File: src/rtl/tile_grid_renderer_pkg.sv
`default_nettype none
// +-----------------------------------------------------------------+
// | tile_grid_renderer_pkg: cell codes, sprite indices, colours      |
// | Rev 1.0                                                          |
// +-----------------------------------------------------------------+
package tile_grid_renderer_pkg;

    localparam int LATENCY = 4;

    typedef enum logic [1:0] {
        GS_PLAY = 2'd0,
        GS_WON  = 2'd1,
        GS_LOST = 2'd2,
        GS_RSVD = 2'd3
    } game_state_t;

    localparam logic [4:0] CODE_OPEN     = 5'b00000;
    localparam logic [4:0] CODE_NUM_MIN  = 5'b00001;
    localparam logic [4:0] CODE_NUM_MAX  = 5'b01000;
    localparam logic [4:0] CODE_MINE     = 5'b01001;
    localparam logic [4:0] CODE_EXPLODED = 5'b01010;
    localparam logic [4:0] CODE_COVER    = 5'b10000;
    localparam logic [4:0] CODE_FLAG     = 5'b10001;

    localparam logic [3:0] SPR_OPEN     = 4'd0;
    localparam logic [3:0] SPR_MINE     = 4'd9;
    localparam logic [3:0] SPR_COVER    = 4'd10;
    localparam logic [3:0] SPR_FLAG     = 4'd11;
    localparam logic [3:0] SPR_EXPLODED = 4'd12;

    localparam logic [11:0] COL_BLACK  = 12'h000;
    localparam logic [11:0] COL_CURSOR = 12'hF00;
    localparam logic [11:0] COL_ERROR  = 12'hF0F;
    localparam logic [11:0] COL_BG     = 12'hFFF;
    localparam logic [11:0] COL_BORDER = 12'h888;
    localparam logic [11:0] COL_WON    = 12'h0F0;
    localparam logic [11:0] COL_LOST   = 12'hF00;

endpackage
`default_nettype wire

File: src/rtl/tile_grid_renderer_sprite_map.sv
`default_nettype none
// +-----------------------------------------------------------------+
// | tile_sprite_map: board cell code -> {valid, sprite index}        |
// | Rev 1.0                                                          |
// +-----------------------------------------------------------------+
module tile_sprite_map
    import tile_grid_renderer_pkg::*;
(
    input  logic [4:0] code,
    output logic       valid,
    output logic [3:0] sprite_idx
);

    always_comb begin
        valid      = 1'b1;
        sprite_idx = SPR_OPEN;
        if (code == CODE_OPEN) begin
            sprite_idx = SPR_OPEN;
        end else if (code >= CODE_NUM_MIN && code <= CODE_NUM_MAX) begin
            sprite_idx = code[3:0];
        end else if (code == CODE_MINE) begin
            sprite_idx = SPR_MINE;
        end else if (code == CODE_COVER) begin
            sprite_idx = SPR_COVER;
        end else if (code == CODE_FLAG) begin
            sprite_idx = SPR_FLAG;
        end else if (code == CODE_EXPLODED) begin
            sprite_idx = SPR_EXPLODED;
        end else begin
            valid = 1'b0;
        end
    end

endmodule
`default_nettype wire

File: src/rtl/tile_grid_renderer.sv
`default_nettype none
// +-----------------------------------------------------------------+
// | tile_grid_renderer: 4-stage pixel pipeline, grid->RAM->ROM->rgb  |
// | Rev 1.0                                                          |
// +-----------------------------------------------------------------+
module tile_grid_renderer
    import tile_grid_renderer_pkg::*;
#(
    parameter int GRID_W     = 16,
    parameter int GRID_H     = 16,
    parameter int TILE_LOG2  = 5,
    parameter int ORIGIN_X   = 144,
    parameter int ORIGIN_Y   = 13,
    parameter int CURSOR_T   = 4,
    parameter int BORDER_T   = 4,
    parameter int BLINK_LOG2 = 24
) (
    input  logic                               masterclk,
    input  logic                               rst,
    input  logic                               bright,
    input  logic [9:0]                         hCount,
    input  logic [9:0]                         vCount,
    input  logic [$clog2(GRID_W)-1:0]          cursor_x,
    input  logic [$clog2(GRID_H)-1:0]          cursor_y,
    input  logic [1:0]                         game_state,
    output logic [$clog2(GRID_W*GRID_H)-1:0]   cell_addr,
    input  logic [4:0]                         cell_data,
    output logic [4+2*TILE_LOG2-1:0]           sprite_addr,
    input  logic [11:0]                        sprite_data,
    output logic [11:0]                        rgb,
    output logic                               bright_out
);

    localparam int CXW    = $clog2(GRID_W);
    localparam int CYW    = $clog2(GRID_H);
    localparam int CAW    = $clog2(GRID_W*GRID_H);
    localparam int TILE   = 2**TILE_LOG2;
    localparam int XW     = CXW + TILE_LOG2;
    localparam int YW     = CYW + TILE_LOG2;
    localparam int GX_END = ORIGIN_X + GRID_W*TILE;
    localparam int GY_END = ORIGIN_Y + GRID_H*TILE;

    logic [BLINK_LOG2-1:0] blink_cnt;
    logic [CXW-1:0]        cur_x;
    logic [CYW-1:0]        cur_y;

    // Input register stage: pixel, flag and game state travel together
    logic [9:0]         s0_h, s0_v;
    logic               s0_bright;
    game_state_t        s0_gs;

    logic               s1_in_grid, s1_bright, s1_cursor, s1_border, s1_blink;
    logic [CXW-1:0]     s1_col;
    logic [CYW-1:0]     s1_row;
    logic [TILE_LOG2-1:0] s1_ox, s1_oy;
    game_state_t        s1_gs;

    logic               s2_in_grid, s2_bright, s2_cursor, s2_border, s2_blink;
    logic [TILE_LOG2-1:0] s2_ox, s2_oy;
    game_state_t        s2_gs;

    logic               s3_in_grid, s3_valid, s3_bright, s3_cursor, s3_border, s3_blink;
    game_state_t        s3_gs;

    int                 h_i, v_i;
    logic [XW-1:0]      dx;
    logic [YW-1:0]      dy;
    logic [CXW-1:0]     col_n;
    logic [CYW-1:0]     row_n;
    logic [TILE_LOG2-1:0] ox_n, oy_n;
    logic               in_grid_n, near_edge_n, cursor_n, border_n, cur_ok;
    logic               map_valid, cursor_on;
    logic [3:0]         map_idx;
    logic [11:0]        rgb_n;

    // Bounds are checked on the unsubtracted coordinate so nothing left of
    // or above the grid can wrap into a valid cell.
    always_comb begin
        h_i         = int'(s0_h);
        v_i         = int'(s0_v);
        in_grid_n   = (h_i >= ORIGIN_X) && (h_i < GX_END) &&
                      (v_i >= ORIGIN_Y) && (v_i < GY_END);
        dx          = XW'(h_i - ORIGIN_X);
        dy          = YW'(v_i - ORIGIN_Y);
        col_n       = dx[XW-1:TILE_LOG2];
        row_n       = dy[YW-1:TILE_LOG2];
        ox_n        = dx[TILE_LOG2-1:0];
        oy_n        = dy[TILE_LOG2-1:0];
        near_edge_n = (ox_n < TILE_LOG2'(CURSOR_T)) || (ox_n >= TILE_LOG2'(TILE-CURSOR_T)) ||
                      (oy_n < TILE_LOG2'(CURSOR_T)) || (oy_n >= TILE_LOG2'(TILE-CURSOR_T));
        cur_ok      = (int'(cur_x) < GRID_W) && (int'(cur_y) < GRID_H);
        cursor_n    = in_grid_n && cur_ok && (col_n == cur_x) && (row_n == cur_y) && near_edge_n;
        border_n    = !in_grid_n &&
                      (h_i >= ORIGIN_X - BORDER_T) && (h_i < GX_END + BORDER_T) &&
                      (v_i >= ORIGIN_Y - BORDER_T) && (v_i < GY_END + BORDER_T);
    end

    assign cell_addr = CAW'(int'(s1_row)*GRID_W + int'(s1_col));

    tile_sprite_map u_map (
        .code       (cell_data),
        .valid      (map_valid),
        .sprite_idx (map_idx)
    );

    assign sprite_addr = {map_idx, s2_oy, s2_ox};

    always_comb begin
        cursor_on = ((s3_gs == GS_PLAY) || (s3_gs == GS_RSVD)) && !s3_blink;
        rgb_n     = COL_BG;
        if (!s3_bright) begin
            rgb_n = COL_BLACK;
        end else if (s3_cursor && cursor_on) begin
            rgb_n = COL_CURSOR;
        end else if (s3_in_grid) begin
            rgb_n = s3_valid ? sprite_data : COL_ERROR;
        end else if (s3_border) begin
            case (s3_gs)
                GS_WON:  rgb_n = s3_blink ? COL_BORDER : COL_WON;
                GS_LOST: rgb_n = COL_LOST;
                default: rgb_n = COL_BORDER;
            endcase
        end
    end

    always_ff @(posedge masterclk or negedge rst) begin
        if (!rst) begin
            blink_cnt  <= '0;
            cur_x      <= '0;
            cur_y      <= '0;
            s0_h       <= '0;
            s0_v       <= '0;
            s0_bright  <= 1'b0;
            s0_gs      <= GS_PLAY;
            s1_in_grid <= 1'b0;
            s1_bright  <= 1'b0;
            s1_cursor  <= 1'b0;
            s1_border  <= 1'b0;
            s1_blink   <= 1'b0;
            s1_col     <= '0;
            s1_row     <= '0;
            s1_ox      <= '0;
            s1_oy      <= '0;
            s1_gs      <= GS_PLAY;
            s2_in_grid <= 1'b0;
            s2_bright  <= 1'b0;
            s2_cursor  <= 1'b0;
            s2_border  <= 1'b0;
            s2_blink   <= 1'b0;
            s2_ox      <= '0;
            s2_oy      <= '0;
            s2_gs      <= GS_PLAY;
            s3_in_grid <= 1'b0;
            s3_valid   <= 1'b0;
            s3_bright  <= 1'b0;
            s3_cursor  <= 1'b0;
            s3_border  <= 1'b0;
            s3_blink   <= 1'b0;
            s3_gs      <= GS_PLAY;
            rgb        <= COL_BLACK;
            bright_out <= 1'b0;
        end else begin
            blink_cnt <= blink_cnt + BLINK_LOG2'(1);
            if (hCount == 10'd0 && vCount == 10'd0) begin
                cur_x <= cursor_x;
                cur_y <= cursor_y;
            end
            s0_h       <= hCount;
            s0_v       <= vCount;
            s0_bright  <= bright;
            s0_gs      <= game_state_t'(game_state);

            s1_in_grid <= in_grid_n;
            s1_bright  <= s0_bright;
            s1_cursor  <= cursor_n;
            s1_border  <= border_n;
            s1_blink   <= blink_cnt[BLINK_LOG2-1];
            s1_col     <= col_n;
            s1_row     <= row_n;
            s1_ox      <= ox_n;
            s1_oy      <= oy_n;
            s1_gs      <= s0_gs;

            s2_in_grid <= s1_in_grid;
            s2_bright  <= s1_bright;
            s2_cursor  <= s1_cursor;
            s2_border  <= s1_border;
            s2_blink   <= s1_blink;
            s2_ox      <= s1_ox;
            s2_oy      <= s1_oy;
            s2_gs      <= s1_gs;

            s3_in_grid <= s2_in_grid;
            s3_valid   <= map_valid;
            s3_bright  <= s2_bright;
            s3_cursor  <= s2_cursor;
            s3_border  <= s2_border;
            s3_blink   <= s2_blink;
            s3_gs      <= s2_gs;

            rgb        <= rgb_n;
            bright_out <= s3_bright;
        end
    end

endmodule
`default_nettype wire

File: config.mk
export PLATFORM = sky130hd
export DESIGN_NAME = tile_grid_renderer
export DESIGN_NICKNAME = d
export VERILOG_FILES = /design/src/rtl/tile_grid_renderer_pkg.sv /design/src/rtl/tile_grid_renderer_sprite_map.sv /design/src/rtl/tile_grid_renderer.sv
export SDC_FILE = /design/constraint.sdc
export NUM_CORES = 1
export LEC_CHECK = 0
export BUFFER_PORTS_ARGS = -buffer_cell sky130_fd_sc_hd__buf_4
export CORE_UTILIZATION = 49
export DETAILED_ROUTE_END_ITERATION = 8
export PLACE_DENSITY = 0.75
export SYNTH_ARGS = -nofsm -noshare
export SYNTH_HDL_FRONTEND = slang
export SYNTH_SLANG_ARGS = --single-unit
File: constraint.sdc
create_clock -name masterclk -period 1.7 [get_ports masterclk]
set_input_delay 0.085 -clock masterclk [delete_from_list [all_inputs] [get_ports masterclk]]
set_output_delay 0.085 -clock masterclk [all_outputs]
set_load 0.01 [all_outputs]
# Yosys cells after proc, flatten, opt, wreduce, memory -nomap -nowiden

Index checks and enable logic that the tools add are counted.

Register bits after elaboration: 118
Bits in latches: 0
Memory bits (writable): 0
Bits in read-only memories: 0
Word-level logic and storage cells: 104
Memories: 0

Add/subtract/negate cells: 4
Multipliers: 0
Divide/modulo/power cells: 0
$lt $le $gt $ge: 14
Equality and inequality tests: 9
Shift-type cells: 0
Mux-type cells: 19
Bitwise logic cells: 0
Reduce and logical (&&, ||, !) cells: 24

Operators with widths:

| operator                | number |
|---|---|
| $mux W12                | 6 |
| $lt A10 B10 Y1 const B  | 4 |
| $add A24 B1 Y24 const B | 1 |
| $mux W4                 | 6 |
| $pmux W12 S2            | 1 |
| $ge A10 B4 Y1 const B   | 2 |
| $ge A10 B8 Y1 const B   | 2 |
| $logic_not A10 Y1       | 2 |
| $logic_and A1 B1 Y1     | 14 |
| $eq A5 B4 Y1 const B    | 2 |
| $eq A5 B5 Y1 const B    | 2 |
| $ge A5 B5 Y1 const B    | 2 |
| $lt A5 B3 Y1 const B    | 2 |
| $sub A9 B4 Y9 const B   | 1 |
| $sub A9 B8 Y9 const B   | 1 |
| $add A8 B4 Y8           | 1 |
| $eq A4 B4 Y1            | 2 |
| $mux W1                 | 6 |
| $ge A5 B1 Y1 const B    | 1 |
| $le A5 B4 Y1 const B    | 1 |
| $logic_not A5 Y1        | 1 |
| $eq A2 B2 Y1 const B    | 2 |
| $logic_or A1 B1 Y1      | 4 |
| $eq A2 B1 Y1 const B    | 1 |
| other kinds (2)         | 3 |

# Logic depth before layout (Yosys ltp)

Depth in word-level cells: 9
Depth in mapped cells: 8

# Modules after synthesis

Synthesis repeated with hierarchy kept, for this count alone.

Cells, all modules: 339
Area, all modules: 4466.8 µm²

By module, submodules not included:

| module             | times used | cells each | area each (µm²) | seq. area each (µm²) |
|---|---|---|---|---|
| tile_grid_renderer | 1          | 324        | 4359.2          | 2952.8 |
| tile_sprite_map    | 1          | 15         | 107.6           | 0.0 |

# Worst setup path after synthesis

OpenSTA, ideal clock, no wires.

Kind: reg-to-reg
From: register s0_h[4]
To: register s1_cursor
Library setup time: 0.101 ns
Data arrival time: 1.740 ns
Required time: 1.599 ns
Path slack: -0.141 ns
Stages on the path, launching flop included: 9
Cells stage by stage: dfrtp_1 -> inv_1 -> ha_1 -> xor2_1 -> o21ai_0 -> a21oi_1 -> o221ai_2 -> a311o_1 -> nor4_1

RTL lines:

| element                                             | line                      | text |
|---|---|---|
| from (decl)                                         | tile_grid_renderer.sv:48  | `logic [9:0] s0_h, s0_v;` |
| from (signal assigned)                              | tile_grid_renderer.sv:168 | `s0_h <= hCount;` |
| $sub A9 B8 Y9 *                                     | tile_grid_renderer.sv:83  | `dx = XW'(h_i - ORIGIN_X);` |
| net dx[4]                                           | tile_grid_renderer.sv:66  | `logic [XW-1:0] dx;` |
| $lt A5 B3 Y1 / $ge A5 B5 Y1 (equally long branches) | tile_grid_renderer.sv:89  | `near_edge_n = (ox_n < TILE_LOG2'(CURSOR_T)) \|\| (ox_n >= TILE_LOG2'(TILE-CURSOR_T)) \|\|` |
| $logic_or A1 B1 Y1 * (2 in series)                  | tile_grid_renderer.sv:89  |  |
| $logic_or A1 B1 Y1 *                                | tile_grid_renderer.sv:90  | `(oy_n < TILE_LOG2'(CURSOR_T)) \|\| (oy_n >= TILE_LOG2'(TILE-CURSOR_T));` |
| $logic_and A1 B1 Y1 *                               | tile_grid_renderer.sv:92  | `cursor_n = in_grid_n && cur_ok && (col_n == cur_x) && (row_n == cur_y) && near_edge_n;` |
| net cursor_n                                        | tile_grid_renderer.sv:71  | `logic in_grid_n, near_edge_n, cursor_n, border_n, cur_ok;` |
| to (signal assigned)                                | tile_grid_renderer.sv:175 | `s1_cursor <= cursor_n;` |
| to (decl)                                           | tile_grid_renderer.sv:52  | `logic s1_in_grid, s1_bright, s1_cursor, s1_border, s1_blink;` |

The timed path passes the listed nets; every way through them passes the cells marked *.
A chain may end at the register's enable or synchronous reset.

# Worst setup path after layout

From: register s0_h[5]
To: register s1_cursor

Cells in the longest elaborated chain, start to end: 7

RTL lines:

| element                                                               | line |
|---|---|
| parallel branches: the longest is 4 deep, another holds $sub A9 B8 Y9 | n/a |
| $logic_and A1 B1 Y1 * (3 in series)                                   | tile_grid_renderer.sv:92 |
| net cursor_n                                                          | tile_grid_renderer.sv:71 |

Mark *: on every way through the listed nets, which the timed path passes.

==> impl_metrics.xml <==
<?xml version="1.0" encoding="UTF-8"?>
<metrics>
  <group name="yosys">
    <metric name="synth_ff_type" unit="">dfrtp_1</metric>
    <metric name="asyncSetResetFlopFracSynth" unit="%">100</metric>
    <metric name="synth.distinct_cells" unit="">53</metric>
    <metric name="synth_seq_cells" unit="">118</metric>
    <metric name="synth-seq-area-share" unit="%">64.5</metric>
    <metric name="syn-instance-count" unit="">347</metric>
    <metric name="number_of_synthesized_flops_with_an_enable_pin" unit="">0</metric>
    <metric name="netlist_top_cells_area" unit="">dfrtp_1 64%, xnor2_1 4.8%, xor2_1 3.1%</metric>
    <metric name="synth_largest_area_cell" unit="">dfrtp_1</metric>
    <metric name="synth_fp_nets" unit="">406</metric>
    <metric name="synth_most_common_cell" unit="">dfrtp_1</metric>
    <metric name="synth.cells.most_frequent" unit="">118 x dfrtp_1, 25 x xnor2_1, 21 x nand2_1</metric>
    <metric name="postSynthAreaPerCell" unit="um^2">13.2</metric>
    <metric name="mappedNetlistArea" unit="mm^2">0.00458</metric>
    <metric name="area_fraction_of_the_dominant_cell_type_after_synthesis" unit="%">64.5</metric>
    <metric name="yosys_warnings" unit="">0</metric>
  </group>
  <group name="cts">
    <metric name="cts_tree" unit="">done</metric>
    <metric name="count_of_clock_tree_sinks" unit="">118</metric>
    <metric name="worstSkewPairLatency" unit="ns">0.51</metric>
    <metric name="clock_tree.htree_level_count" unit="">4</metric>
    <metric name="clk_pin_slew_worst_paths" unit="ns">0.06</metric>
    <metric name="clock_buffer_count_from_cts" unit="">17</metric>
    <metric name="clock_path_buffers" unit="">2</metric>
    <metric name="clk_root_buffer_cell" unit="">clkbuf_8</metric>
  </group>
  <group name="flow_run">
    <metric name="maxCapViolations" unit="">0</metric>
  </group>
  <group name="outcome">
    <metric name="outcome" unit="">finished with violations</metric>
    <metric name="violations" unit="">setup timing</metric>
  </group>
  <group name="floorplan">
    <metric name="placement_rows" unit="">34</metric>
    <metric name="die_width" unit="um">98.7</metric>
    <metric name="initial_core_util" unit="%">51.5</metric>
    <metric name="dieHeight" unit="um">98.7</metric>
    <metric name="design.die.area" unit="mm^2">0.00974</metric>
    <metric name="floorplan.core_area" unit="mm^2">0.00889</metric>
    <metric name="io-pin-count" unit="">85</metric>
  </group>
  <group name="timing">
    <metric name="max_clock_freq" unit="MHz">563</metric>
    <metric name="final.setup.worst_slack" unit="ns">-0.0749</metric>
    <metric name="post-route-period-util" unit="%">104</metric>
    <metric name="clock-skew-final" unit="ns">0.00719</metric>
    <metric name="fin_setup_tns" unit="ns">-0.0760</metric>
    <metric name="final-setup-viol-count" unit="">2</metric>
    <metric name="timing.slew.headroom" unit="%">72.0</metric>
    <metric name="timing_worst_slew_pin_value" unit="ns">0.421</metric>
    <metric name="final.hold.worst_slack" unit="ns">0.0522</metric>
    <metric name="grt_setup_unrepaired" unit="">true</metric>
    <metric name="timing_max_transition_violations_final" unit="">0</metric>
    <metric name="final.min_clock_period" unit="ns">1.77</metric>
    <metric name="finalHoldViolCount" unit="">0</metric>
  </group>
  <group name="routing">
    <metric name="overall_routed_net_length" unit="um">9770</metric>
    <metric name="post-route-drc-count" unit="">0</metric>
    <metric name="post_drt_wl_per_cell" unit="um">15.3</metric>
    <metric name="dr.pass1.iters" unit="">4</metric>
    <metric name="avgViaCountPerCell" unit="">5.07</metric>
    <metric name="drt-initial-drc-count" unit="">107</metric>
    <metric name="route.vias.total" unit="">3243</metric>
    <metric name="postRouteAntennaNets" unit="">0</metric>
  </group>
  <group name="worst_setup_path">
    <metric name="r2r-start" unit="">s0_h[5]$_DFF_PN0_</metric>
    <metric name="worst-r2r-cell-count" unit="">8</metric>
    <metric name="critPathLaunchType" unit="">register</metric>
    <metric name="regToRegEndpoint" unit="">s1_cursor$_DFF_PN0_</metric>
    <metric name="required" unit="ns">2.10</metric>
    <metric name="worst_path_max_delay_cell" unit="">dfrtp_1</metric>
    <metric name="r2r_setup_slack" unit="ns">-0.07</metric>
    <metric name="worst-endpoint-arrival" unit="ns">2.17</metric>
    <metric name="timing.critical_path.fanout_max" unit="">2</metric>
    <metric name="crit_type" unit="">reg -&gt; reg</metric>
    <metric name="crit_path_end_kind" unit="">register</metric>
    <metric name="crit_path_cell_chain" unit="">inv_2 &gt; ha_4 &gt; xor2_1 &gt; o21ai_1 &gt; a21oi_1 &gt; o221ai_2 &gt; a311o_1 &gt; nor4_2</metric>
    <metric name="timing.critical_path.slowest_cell_delay" unit="ns">0.37</metric>
  </group>
  <group name="finish">
    <metric name="post_layout_nonfiller_instances" unit="">640</metric>
    <metric name="final.fill_count" unit="">533</metric>
    <metric name="synthToLayoutAreaGrowth" unit="%">46.5</metric>
    <metric name="num-nets-final" unit="">578</metric>
    <metric name="post_route_cells_drive_above_1_share" unit="%">35.0</metric>
    <metric name="antenna-diode-count" unit="">0</metric>
  </group>
  <group name="min_path">
    <metric name="timing.hold.worst.class" unit="">in -&gt; reg</metric>
    <metric name="timing.hold.worst.start" unit="">sprite_data[10]</metric>
    <metric name="worstHoldPathCells" unit="">4</metric>
    <metric name="min_delay_worst_endpoint" unit="">rgb[10]$_DFF_PN0_</metric>
  </group>
  <group name="global_routing">
    <metric name="grt.total_usage" unit="%">22.2</metric>
    <metric name="gr-total-overflow" unit="">0</metric>
    <metric name="grt_first_pass_wirelength" unit="um">16400</metric>
    <metric name="grt_pass1_vias" unit="">3584</metric>
    <metric name="initial_antenna_violation_count" unit="">0</metric>
    <metric name="grt_max_degree" unit="">47</metric>
  </group>
  <group name="pwr">
    <metric name="power.density_cell_area" unit="mW/mm^2">1110</metric>
    <metric name="vdd_ir_drop_max" unit="uV">775</metric>
    <metric name="power_leakage" unit="nW">3.18</metric>
  </group>
  <group name="place">
    <metric name="portBuffers" unit="">84</metric>
    <metric name="dp_hpwl" unit="um">6460</metric>
    <metric name="gp_congestion" unit="">0.836</metric>
    <metric name="preCtsSetupSlack" unit="ns">-0.104</metric>
    <metric name="number_of_placed_cells_counting_well_taps" unit="">562</metric>
  </group>
</metrics>
[sequential cells by signal (all words and copies together) (netlist names), 2 cells and up]
register and count:
s0_v 10, s2_gs 2, s3_gs 2, cur_x 4, s1_ox 5, s1_row 4
s1_gs 2, s2_ox 5, s1_oy 5, s1_col 4, s2_oy 5, rgb 12
s0_gs 2, cur_y 4, blink_cnt 24, s0_h 10
[cells by family after synthesis]
| group | Yosys count | share of synthesized area [%] |
|---|---|---|
| and+or+nand+nor | 95 | 12.7 |
| buffers and inverters | 21 | 2.24 |
| adders and majority gates | 9 | 2.46 |
| DFF | 118 | 64.5 |
| AOI/OAI and AO/OA | 54 | 8.14 |
| xor gates and xnor gates | 41 | 7.84 |
| muxes | 9 | 2.19 |
[cell usage in the layout, fill, tap and decap left out, types with 4 or more instances in the layout]
cell type,Yosys,final
nand2_1,21,21
clkbuf_8,0,4
dlygate4sd3_1,0,45
xor2_1,16,16
a21oi_1,13,13
inv_2,1,5
nand3_1,15,14
nor2_1,18,17
a21boi_0,5,5
mux2_2,8,8
ha_1,9,6
nor4_1,6,5
bufinv_16,0,4
nor3_4,3,4
nor3_1,4,4
o21a_1,5,5
o21ai_0,11,9
clkbuf_16,0,16
buf_4,2,111
inv_1,15,11
xnor2_1,25,24
clkinvlp_4,0,4
dfrtp_1,118,116
[final cells by class]
class	instances	area [um^2]	share of cell area (%)
inverter	16	60.1	0.895
clock buffer	20	455	6.78
multi-input combinational	208	1610	24.0
tap	108	135	2.01
sequential	118	2960	44.0
clock inverter	12	174	2.59
timing repair buffer	158	1320	19.7
[how the worst max path moves through the flow]
stage	startpoint	endpoint	slack (ns)	depth (start not counted)
final	s0_h[5]$_DFF_PN0_	s1_cursor$_DFF_PN0_	-0.07	8
after global routing	s0_v[1]$_DFF_PN0_	s1_cursor$_DFF_PN0_	-0.17	6
after CTS	s0_h[5]$_DFF_PN0_	s1_cursor$_DFF_PN0_	-0.04	8
after detailed placement	s0_v[1]$_DFF_PN0_	s1_cursor$_DFF_PN0_	-0.10	7
after global placement	s0_v[1]$_DFF_PN0_	s1_cursor$_DFF_PN0_	-0.03	7
after floorplan	s0_h[4]$_DFF_PN0_	s1_cursor$_DFF_PN0_	0.005	8
[through the flow]
| step | power [mW] | area, um^2 | util, % |
|---|---|---|---|
| 4_1_cts | 7.47 | 6680 | 75.1 |
| 2_1_floorplan | 3.28 | 4610 | - |
| 3_3_place_gp | 3.63 | 5560 | 62.6 |
| 5_1_grt | 7.71 | 6710 | 75.5 |
| 6_report | 7.42 | 6710 | 75.5 |
| 3_5_place_dp | 3.65 | 5560 | 62.6 |
[power by group]
part | internal (mW) | total (mW) | switching, mW
Clock | 2.49 | 3.71 | 1.22
Sequential | 2.94 | 3.02 | 0.0740
Combinational | 0.379 | 0.686 | 0.308
Total | 5.81 | 7.42 | 1.61
[repair_timing]
item                       in CTS  in global routing
hold buffers                   45                  0
setup endpoints to repair       2                  6
hold endpoints to repair      161                  0
setup buffers                   0                  1
pin swaps                       4                  4
resized for setup               9                  9
[worst max-delay path: cells and delay by family, from the launching register on]
kind	cells	cell delay (ns)
AO/OA/AOI/OAI	4	0.64
XOR/XNOR	1	0.14
adder cells (fa/ha/maj)	1	0.27
buffers and inverters	1	0.07
flip-flops	1	0.37
AND/OR/NAND/NOR	1	0.18
[layer usage]
layer  part of all wire (%)  vias to the layer above  track usage, %
li1                       -                     1550               -
met1                     39                     1579            23.7
met2                     55                      103            42.2
met3                    4.8                       11            6.31
met4                    1.0                        0            6.89
met5                      0                        -               0
Power figures use the tool's default switching activity.
